File: src/rtl/umi_packet_merge_timed_pkg.sv
// Shared types and UMI command helpers for the timed packet merger.
// Command layout: opcode[4:0] size[7:5] len[15:8] eom[22] ex[24].
package umi_packet_merge_timed_pkg;

    typedef enum logic [1:0] {
        IDLE  = 2'd0,
        ACCUM = 2'd1,
        EMIT  = 2'd2
    } merge_state_t;

    localparam logic [4:0] UMI_REQ_READ   = 5'h01;
    localparam logic [4:0] UMI_RESP_READ  = 5'h02;
    localparam logic [4:0] UMI_REQ_WRITE  = 5'h03;
    localparam logic [4:0] UMI_RESP_WRITE = 5'h04;
    localparam logic [4:0] UMI_REQ_POSTED = 5'h05;
    localparam logic [4:0] UMI_REQ_RDMA   = 5'h07;

    // Fields that must match to merge: all but len/atype, eom and ex
    localparam logic [31:0] UMI_MATCH_MASK = 32'hFEBF_00FF;

    function automatic logic umi_decode_merge(input logic [4:0] op);
        return op inside {UMI_REQ_READ, UMI_REQ_WRITE, UMI_REQ_POSTED,
                          UMI_REQ_RDMA, UMI_RESP_READ, UMI_RESP_WRITE};
    endfunction

    function automatic logic [4:0] umi_unpack_opcode(input logic [31:0] cmd);
        return cmd[4:0];
    endfunction

    function automatic logic [2:0] umi_unpack_size(input logic [31:0] cmd);
        return cmd[7:5];
    endfunction

    function automatic logic [7:0] umi_unpack_len(input logic [31:0] cmd);
        return cmd[15:8];
    endfunction

    function automatic logic umi_unpack_eom(input logic [31:0] cmd);
        return cmd[22];
    endfunction

    function automatic logic umi_unpack_ex(input logic [31:0] cmd);
        return cmd[24];
    endfunction

    function automatic logic [7:0] umi_bytes(input logic [31:0] cmd);
        logic [7:0] unit;
        unit = 8'd1 << umi_unpack_size(cmd);
        return 8'(unit * (umi_unpack_len(cmd) + 8'd1));
    endfunction

    function automatic logic [31:0] umi_pack_len(input logic [31:0] cmd,
                                                 input logic [7:0]  len);
        return {cmd[31:16], len, cmd[7:0]};
    endfunction

    function automatic logic [31:0] umi_pack_join(input logic [31:0] acc,
                                                  input logic [31:0] cmd);
        return {acc[31:23], cmd[22], acc[21:16], cmd[15:8], acc[7:0]};
    endfunction

endpackage

File: src/rtl/umi_merge_timer.sv
// Idle timeout counter for the packet merger.
// expire fires on the idle cycle that completes TIMEOUT idle cycles.
module umi_merge_timer #(
    parameter int TIMEOUT = 16,
    parameter int TW      = 8
) (
    input  logic clk,
    input  logic reset,
    input  logic clear,
    input  logic enable,
    output logic expire
);

    localparam logic [TW-1:0] LIMIT = TW'(TIMEOUT);

    logic [TW-1:0] cnt_q;

    always_ff @(posedge clk or posedge reset) begin
        if (reset) begin
            cnt_q <= '0;
        end else if (clear) begin
            cnt_q <= '0;
        end else if (enable && cnt_q != LIMIT) begin
            cnt_q <= cnt_q + TW'(1);
        end
    end

    assign expire = (TIMEOUT != 0) && (cnt_q + TW'(1) == LIMIT);

endmodule

File: src/rtl/umi_packet_merge_timed.sv
// Greedy UMI packet merger: narrow IDW stream into N*IDW packets,
// with idle-timeout flush, external flush and merge disable.
module umi_packet_merge_timed
    import umi_packet_merge_timed_pkg::*;
#(
    parameter int CW      = 32,
    parameter int AW      = 64,
    parameter int IDW     = 64,
    parameter int N       = 4,
    parameter int TIMEOUT = 16,
    parameter int TW      = 8
) (
    input  logic             clk,
    input  logic             reset,
    input  logic             merge_en,
    input  logic             flush,
    input  logic             umi_in_valid,
    output logic             umi_in_ready,
    input  logic [CW-1:0]    umi_in_cmd,
    input  logic [AW-1:0]    umi_in_dstaddr,
    input  logic [AW-1:0]    umi_in_srcaddr,
    input  logic [IDW-1:0]   umi_in_data,
    output logic             umi_out_valid,
    input  logic             umi_out_ready,
    output logic [CW-1:0]    umi_out_cmd,
    output logic [AW-1:0]    umi_out_dstaddr,
    output logic [AW-1:0]    umi_out_srcaddr,
    output logic [N*IDW-1:0] umi_out_data,
    output logic             busy
);

    localparam int ODW = N * IDW;
    localparam logic [8:0] MAXB = 9'(ODW / 8);

    merge_state_t state_q, state_d;
    logic [CW-1:0]  cmd_q;
    logic [AW-1:0]  dst_q, src_q, next_dst_q, next_src_q;
    logic [ODW-1:0] data_q;
    logic [8:0]     count_q;
    logic [1:0]     init_q;

    logic [7:0]     in_bytes;
    logic [AW-1:0]  in_step;
    logic [8:0]     sum;
    logic [8:0]     off_bytes;
    logic [IDW-1:0] in_mask;
    logic [ODW-1:0] in_wide, in_shift;
    logic           compat, fresh_close, join_close;
    logic           accept, timer_en, timer_clear, expire;
    logic           emit;
    logic [7:0]     out_len;

    assign in_bytes  = umi_bytes(umi_in_cmd);
    assign in_step   = {{(AW-8){1'b0}}, in_bytes};
    assign sum       = count_q + {1'b0, in_bytes};
    assign off_bytes = (state_q == ACCUM) ? count_q : 9'd0;
    assign in_mask   = ~({IDW{1'b1}} << {in_bytes, 3'b000});
    assign in_wide   = {{(ODW-IDW){1'b0}}, umi_in_data & in_mask};
    assign in_shift  = in_wide << {off_bytes, 3'b000};

    assign compat = (((umi_in_cmd ^ cmd_q) & UMI_MATCH_MASK) == '0)
                  && !umi_unpack_ex(umi_in_cmd)
                  && umi_in_dstaddr == next_dst_q
                  && umi_in_srcaddr == next_src_q
                  && sum <= MAXB
                  && merge_en;

    assign fresh_close = !merge_en
                       || !umi_decode_merge(umi_unpack_opcode(umi_in_cmd))
                       || umi_unpack_ex(umi_in_cmd)
                       || umi_unpack_eom(umi_in_cmd)
                       || {1'b0, in_bytes} == MAXB;

    assign join_close = umi_unpack_eom(umi_in_cmd) || sum == MAXB;

    always_comb begin
        state_d      = state_q;
        umi_in_ready = 1'b0;
        unique case (state_q)
            IDLE: begin
                umi_in_ready = init_q[1];
            end
            ACCUM: begin
                umi_in_ready = init_q[1] && compat && !flush && !expire;
            end
            EMIT: begin
                umi_in_ready = init_q[1] && umi_out_ready;
            end
            default: begin
                umi_in_ready = 1'b0;
            end
        endcase
        accept      = umi_in_valid && umi_in_ready;
        timer_en    = (state_q == ACCUM) && !accept;
        timer_clear = (state_q != ACCUM) || accept;
        unique case (state_q)
            IDLE: begin
                if (accept) state_d = fresh_close ? EMIT : ACCUM;
            end
            ACCUM: begin
                // a held incompatible input forces the emit, then reloads
                if (accept) state_d = join_close ? EMIT : ACCUM;
                else if (flush || expire || umi_in_valid) state_d = EMIT;
            end
            EMIT: begin
                if (umi_out_ready) begin
                    if (accept) state_d = fresh_close ? EMIT : ACCUM;
                    else state_d = IDLE;
                end
            end
            default: state_d = IDLE;
        endcase
    end

    umi_merge_timer #(
        .TIMEOUT (TIMEOUT),
        .TW      (TW)
    ) u_timer (
        .clk    (clk),
        .reset  (reset),
        .clear  (timer_clear),
        .enable (timer_en),
        .expire (expire)
    );

    always_ff @(posedge clk or posedge reset) begin
        if (reset) begin
            state_q    <= IDLE;
            init_q     <= '0;
            cmd_q      <= '0;
            dst_q      <= '0;
            src_q      <= '0;
            next_dst_q <= '0;
            next_src_q <= '0;
            data_q     <= '0;
            count_q    <= '0;
        end else begin
            state_q <= state_d;
            init_q  <= {init_q[0], 1'b1};
            if (accept && state_q != ACCUM) begin
                cmd_q      <= umi_in_cmd;
                dst_q      <= umi_in_dstaddr;
                src_q      <= umi_in_srcaddr;
                next_dst_q <= umi_in_dstaddr + in_step;
                next_src_q <= umi_in_srcaddr + in_step;
                data_q     <= in_shift;
                count_q    <= {1'b0, in_bytes};
            end else if (accept) begin
                cmd_q      <= umi_pack_join(cmd_q, umi_in_cmd);
                next_dst_q <= next_dst_q + in_step;
                next_src_q <= next_src_q + in_step;
                data_q     <= data_q | in_shift;
                count_q    <= sum;
            end
        end
    end

    assign emit    = (state_q == EMIT);
    assign out_len = 8'((count_q >> umi_unpack_size(cmd_q)) - 9'd1);

    assign umi_out_valid   = emit;
    assign umi_out_cmd     = emit ? umi_pack_len(cmd_q, out_len) : '0;
    assign umi_out_dstaddr = emit ? dst_q : '0;
    assign umi_out_srcaddr = emit ? src_q : '0;
    assign umi_out_data    = emit ? data_q : '0;
    assign busy            = (state_q != IDLE);

endmodule

File: config.mk
export PLATFORM = sky130hd
export DESIGN_NAME = umi_packet_merge_timed
export DESIGN_NICKNAME = d
export VERILOG_FILES = /design/src/rtl/umi_packet_merge_timed_pkg.sv /design/src/rtl/umi_merge_timer.sv /design/src/rtl/umi_packet_merge_timed.sv
export SDC_FILE = /design/constraint.sdc
export NUM_CORES = 2
export LEC_CHECK = 0
export ABC_AREA = 1
export ABC_CLOCK_PERIOD_IN_PS = 18550
export CAP_MARGIN = 40
export CELL_PAD_IN_SITES_DETAIL_PLACEMENT = 0
export CELL_PAD_IN_SITES_GLOBAL_PLACEMENT = 2
export CORE_AREA = 4 4 396 398
export DETAILED_ROUTE_END_ITERATION = 16
export DIE_AREA = 0 0 400 402
export GPL_TIMING_DRIVEN = 0
export PLACE_DENSITY_LB_ADDON = 0.1
export SYNTH_ARGS = -nofsm -noshare
export SYNTH_HDL_FRONTEND = slang
export SYNTH_SLANG_ARGS = --single-unit
File: constraint.sdc
create_clock -name clk -period 18.55 [get_ports clk]
set_input_delay 1.855 -clock clk [delete_from_list [all_inputs] [get_ports clk]]
set_output_delay 1.855 -clock clk [all_outputs]
set_load 0.1 [all_outputs]
# Yosys cells after proc, flatten, opt, wreduce, memory -nomap -nowiden
# Index checks and enable logic that the tools add are counted.
dict set report totals {
  ff_bits 565
  latchBits 0
  ramBits 0
  mem_bits_ro 0
  input_bits 230
  out_inout_bits 419
  mem_count 0
}
dict set report classes {
  add_sub_neg 8
  multipliers 1
  div 0
  magnitude_cmp 1
  eq_ne 18
  shifts 4
  mux 26
  bitwise 4
  reduce_logical 34
}
# cell n
set op_table {}
lappend op_table {{256-bit 2-to-1 mux} 3}
lappend op_table {{64-bit 2-to-1 mux} 6}
lappend op_table {{64-bit by 8-bit adder with 64-bit output} 4}
lappend op_table {{256-bit OR} 1}
lappend op_table {{64-bit by 12-bit << shifter with 256-bit output} 1}
lappend op_table {{64-bit equality test} 2}
lappend op_table {{64-bit bitwise AND} 1}
lappend op_table {{32-bit 2-to-1 mux} 2}
lappend op_table {{64-bit inverter} 1}
lappend op_table {{64-bit by 11-bit << shifter with 64-bit output (first input constant)} 1}
lappend op_table {{32-bit zero test} 1}
lappend op_table {{32-bit XOR} 1}
lappend op_table {{9-bit 2-to-1 mux} 3}
lappend op_table {{23-bit 2-to-1 mux} 1}
lappend op_table {{8-bit by 1-bit adder with 8-bit output (second input constant)} 2}
lappend op_table {{8-bit 2-to-1 mux} 2}
lappend op_table {{5-bit by 3-bit equality test with 1-bit output (second input constant)} 3}
lappend op_table {{2-bit 2-to-1 mux} 7}
lappend op_table {{1-bit logical AND} 13}
lappend op_table {{5-bit by 2-bit equality test with 1-bit output (second input constant)} 2}
lappend op_table {{9-bit by 8-bit adder with 9-bit output} 1}
lappend op_table {{9-bit by 6-bit equality test with 1-bit output (second input constant)} 1}
lappend op_table {{9-bit by 6-bit <= comparator with 1-bit output (second input constant)} 1}
lappend op_table {{9-bit by 3-bit right shift with 8-bit output} 1}
lappend op_table {{20 further kinds} 35}

# Depth between registers and ports, before layout
dict set report logic_depth {
  word_depth 17
  ltp_mapped 66
  mapped_depth_nobuf 63
}

# Hierarchy
# From an unflattened synthesis, not the netlist that was laid out.
dict set report hier_totals {
  hier_cells 6487
  area_unflattened_um2 40091.0
}
# module n_inst cells_each area_each_um2 seq_area_each_um2
set by_module_without_submodules {}
lappend by_module_without_submodules {umi_packet_merge_timed 1 6406 39521.7 13738.2}
lappend by_module_without_submodules {umi_merge_timer 1 81 569.3 200.2}

# Worst setup path after synthesis
# No wires, ideal clock.
dict set report synth_path {
  kind {input-to-reg}
  startpoint {input umi_in_cmd[8]}
  endpoint {register next_dst_q[38]}
  arrival_time_ns 10.175
  required_ns 18.421
  path_slack_ns 8.246
  path_stages 59
  cell_sequence {ha_1 inv_1 nand2_1 nand2_1 nor2_1 fa_1 inv_1 fa_1 fa_1 fa_1 inv_1 ha_1 inv_1 o21bai_1 a31oi_1 inv_1 nand2_1 nand3_1 (+23 left out) nand2_1 ha_1 fa_1 nand2_1 o21ai_0 a21oi_1 o21bai_1 nand2_1 o21ai_0 nand3_1 nor2_1 nand2_2 nor2_4 nand2_2 nor2_4 nand3_1 nand3_1 o21ai_1}
}
dict set report synth_between {
  elab_chain_len 13
  elab_cells_between_ends 17
}
# item line_no
set synth_rtl {}
lappend synth_rtl {{start, declared} umi_packet_merge_timed.sv:19} ;# input logic [CW-1:0] umi_in_cmd,
lappend synth_rtl {{8-bit by 1-bit adder with 8-bit output *} umi_packet_merge_timed_pkg.sv:49} ;# return 8'(unit * (umi_unpack_len(cmd) + 8'd1));
lappend synth_rtl {{8-bit by 8-bit multiplier with 8-bit output *} umi_packet_merge_timed_pkg.sv:49}
lappend synth_rtl {{9-bit by 8-bit adder with 9-bit output} umi_packet_merge_timed.sv:55} ;# assign sum = count_q + {1'b0, in_bytes};
lappend synth_rtl {{9-bit by 6-bit <= comparator with 1-bit output} umi_packet_merge_timed.sv:65} ;# && sum <= MAXB
lappend synth_rtl {{1-bit logical AND} umi_packet_merge_timed.sv:65}
lappend synth_rtl {{1-bit logical AND} umi_packet_merge_timed.sv:66} ;# && merge_en;
lappend synth_rtl {{1-bit logical AND (3 in a row)} umi_packet_merge_timed.sv:84} ;# umi_in_ready = init_q[1] && compat && !flush && !expire;
lappend synth_rtl {{1-bit one-hot mux with 3 select lines} umi_packet_merge_timed.sv:79} ;# unique case (state_q)
lappend synth_rtl {{1-bit logical AND} umi_packet_merge_timed.sv:93} ;# accept = umi_in_valid && umi_in_ready;
lappend synth_rtl {{1-bit logical AND} umi_packet_merge_timed.sv:140} ;# if (accept && state_q != ACCUM) begin
lappend synth_rtl {{64-bit 2-to-1 mux or 2-bit nonzero test (tied branches)} n/a}
lappend synth_rtl {{end signal, assigned} umi_packet_merge_timed.sv:144} ;# next_dst_q <= umi_in_dstaddr + in_step;
lappend synth_rtl {{end signal, assigned} umi_packet_merge_timed.sv:150} ;# next_dst_q <= next_dst_q + in_step;
lappend synth_rtl {{end, declared} umi_packet_merge_timed.sv:37} ;# logic [AW-1:0] dst_q, src_q, next_dst_q, next_src_q;
# Every way passes the cells marked *; elsewhere a longest branch is shown, timed or not. The select of a mux whose other input is x is not followed.
# A chain may end at the register's enable or synchronous reset.

# Worst setup path in the final report
dict set report layout_path {
  startpoint {input umi_in_cmd[6]}
  endpoint {register next_src_q[38]}
}
dict set report layout_between {
  elab_chain_len 14
  elab_cells_between_ends 22
}
# item line_no
set layout_rtl {}
lappend layout_rtl {{branches (longest 14 deep; another with 9-bit by 8-bit adder with 9-bit output)} n/a}
lappend layout_rtl {{end signal, assigned} umi_packet_merge_timed.sv:145} ;# next_src_q <= umi_in_srcaddr + in_step;
lappend layout_rtl {{end signal, assigned} umi_packet_merge_timed.sv:151} ;# next_src_q <= next_src_q + in_step;
lappend layout_rtl {{end, declared} umi_packet_merge_timed.sv:37}
# Several ways; the timed one is not identified. The select of a mux whose other input is x is not followed.

==> flow_summary.toml <==
[die]
fp.dieW_um = 400
io_pins = 649
initial_utilization_pct = 25.8
die_height_um = 402
die_area_um2 = 161000
coreArea_um2 = 153000
core.rowCount = 144

[clock_network]
cts_buffers = 76
cts-root-buf = "clkbuf_16"
h-tree-depth = 3
cts_num_sinks = 557
cts_tree = "yes"
hold_buffers = 0
post_cts_resized = 0
cts.clk_slew.worst_paths_ns = 0.05
clock_path_buffers = 3
clock_latency_ns = 0.72
postCtsSetupBuffers = 0

[setup_path]
crit_buf_inv = 19
crit_required_ns = 19.14
critPathMaxStageDelay_ns = 0.68
cp-end-kind = "flip-flop"
critical_path.top_delay_family = "buffers and inverters"
cp-start-kind = "input port"
worstPathArrival_ns = 15.28
cp_slowest_cell = "clkdlybuf4s50_1"
path_class = "input port to flip-flop"
path_common_cell = "nand2_1"
crit_fanout = 10

[logic_synthesis]
ys_types = 45
yosys-top-cells-area = "dfrtp_1 35%, nand2_1 16%, inv_1 9.1%"
synth-edff-count = 0
syn_inst = 6346
synth_top_area_share_pct = 35.2
yosysWarnings = 0
synth_top_flop_cell = "dfrtp_1"
ys_seq_elements = 557
synth_common_cells = "1,725 x nand2_1, 963 x inv_1, 948 x nor2_1"
synthArstFlopShare_pct = 100
post-synth-top-area-cell = "dfrtp_1"
yosysMostFrequentCell = "nand2_1"
synth_area_per_cell_um2 = 6.24
synth_fp_nets = 6635
seq_area_frac_synth_pct = 35.2
syn_area_um2 = 39600

[detailed_routing]
drc = 0
antenna_left = 0
wl_per_cell_um = 29.5
drt-total-wl_um = 286000
vias_per_cell = 4.98
first_iter_violations = 4421
dr.pass1.iters = 6
vias = 48336

[global_route]
grt_pass1_vias = 48509
antenna_found_initial = 15
grt_max_degree = 112
grt.total_usage_pct = 34.7
grt_pass1_wl_um = 390000
grt-ovfl-total = 0

[timing]
timing.slew.headroom_pct = 35.0
worstMarginPinSlew_ns = 0.965
fin_crit_ns = 14.69
fmax_mhz = 68.1
slew_viol_final = 0
hold_viol_final = 0
setup_viol = 0
finalCritPeriodShare_pct = 79.2
skew_ns = 0.0386
holdWs_ns = 0.362
rsz0062_at_grt = "false"

[pwr]
p_leak_nw = 28.6
p_per_area_nw_per_um2 = 135
ir_drop_mv = 0.0838

[cells_and_area]
area.growth.synth_to_final_pct = 52.9
nets = 7876
drive_gt1_share_pct = 9.99
stdcell_area_um2 = 60500

[place]
placed_area_um2 = 58000
dp_hpwl_um = 244000
gp_congestion = 1.06
port_buffers = 647

[run_status]
status = "completed"

[flow_run]
maxCapViolations = 0

[worst_hold_path]
hold_path_class = "flip-flop to flip-flop"
## metal layers
layer / share of wire, % / track usage (%) / vias up / wire length, µm
met4: 6.0 / 17.5 / 4 / 17200
met5: 0.0080 / 0 / - / 23
met2: 48 / 58.6 / 1855 / 136000
met3: 5.1 / 4.80 / 423 / 14600
li1: - / - / 22478 / -
met1: 41 / 43.2 / 23576 / 118000
## final cells by class
type | count | area, µm²
fill | 16159 | 92800
multi-input combinational | 4485 | 20700
timing repair buffer | 1163 | 15800
sequential | 557 | 13900
inverter | 984 | 3700
tap | 2044 | 2560
clock buffer | 109 | 2240
buffer | 320 | 1310
clock inverter | 27 | 304
antenna | 10 | 25.0
## flip-flops by register name, summed over array words and instances, names as in the netlist
name and flops:
init_q 2, count_q 9, u_timer.cnt_q 8, dst_q 64, next_src_q 64, state_q 2, src_q 64, data_q 256
cmd_q 24, next_dst_q 64
## placed cells by master, fill, tap and decap left out, types with 49 or more instances in the layout
cell type / n
buf_16: 142
inv_1: 962
clkdlybuf4s50_1: 647
clkbuf_1: 240
nand4_1: 220
o22ai_1: 50
xor2_1: 52
dfrtp_1: 557
buf_6: 49
buf_8: 325
o21ai_0: 500
nand3_1: 635
nor2_1: 947
nand2_1: 1725
clkbuf_16: 77
## path summary, 6_finish.rpt
| path | from | endpoint | slack [ns] | cells after the start |
|---|---|---|---|---|
| max | umi_in_cmd[6] | next_src_q[38] | 3.86 | 64 |
| min | init_q[0] | init_q[1] | 0.36 | 0 |
| max reg2reg | state_q[1] | next_src_q[38] | 9.15 | 38 |
| min reg2reg | init_q[0] | init_q[1] | 0.36 | 0 |
| max in group asynchronous | reset | src_q[49] | 15.31 | 5 |
| min in group asynchronous | reset | data_q[11] | 1.42 | 2 |
## through the flow
| step | power [W] | setup TNS [ns] | cells | setup slack [ns] | utilization, % |
|---|---|---|---|---|---|
| 2_1_floorplan | 0.00434 | 0 | 6346 | 1.12 | - |
| 3_3_place_gp | 0.00583 | -4761.00 | 9037 | -8.77 | 31.7 |
| 3_5_place_dp | 0.00662 | 0 | 9553 | 3.24 | 37.8 |
| 4_1_cts | 0.00819 | 0 | 9689 | 3.99 | 39.5 |
| 5_1_grt | 0.00854 | 0 | 9692 | 3.15 | 39.5 |
| 6_report | 0.00819 | 0 | 9699 | 3.86 | 39.5 |
## worst reg2reg max path, delay by kind of cell (launching register included)
kind	cells	cell delay, ns
and+or+nand+nor	25	4.71
buffers and inverters	8	2.64
DFF	1	0.42
adders and majority gates	2	0.59
AOI/OAI and AO/OA	3	0.90
## where the power goes
group,total (W),internal (W),switching (W),leakage [nW]
combinational,0.00494,0.00152,0.00341,20.1
clock,0.00155,0.000887,0.000665,1.25
sequential,0.00170,0.00151,0.000195,7.21
## logic make-up (layout without fill, tap and decap cells)
logic type      Yosys count  count (layout)  synth area share [%]
compound gates          711             711                  9.70
xor+xnor                 73              73                  1.61
fa+ha+maj                59              59                  2.15
buf+inv                1304            2603                  12.6
flops                   557             557                  35.2
mux                       1               1                0.0253
other cells               1              11               0.00947
simple gates           3640            3640                  38.7
(Power assumes the default switching activity.)
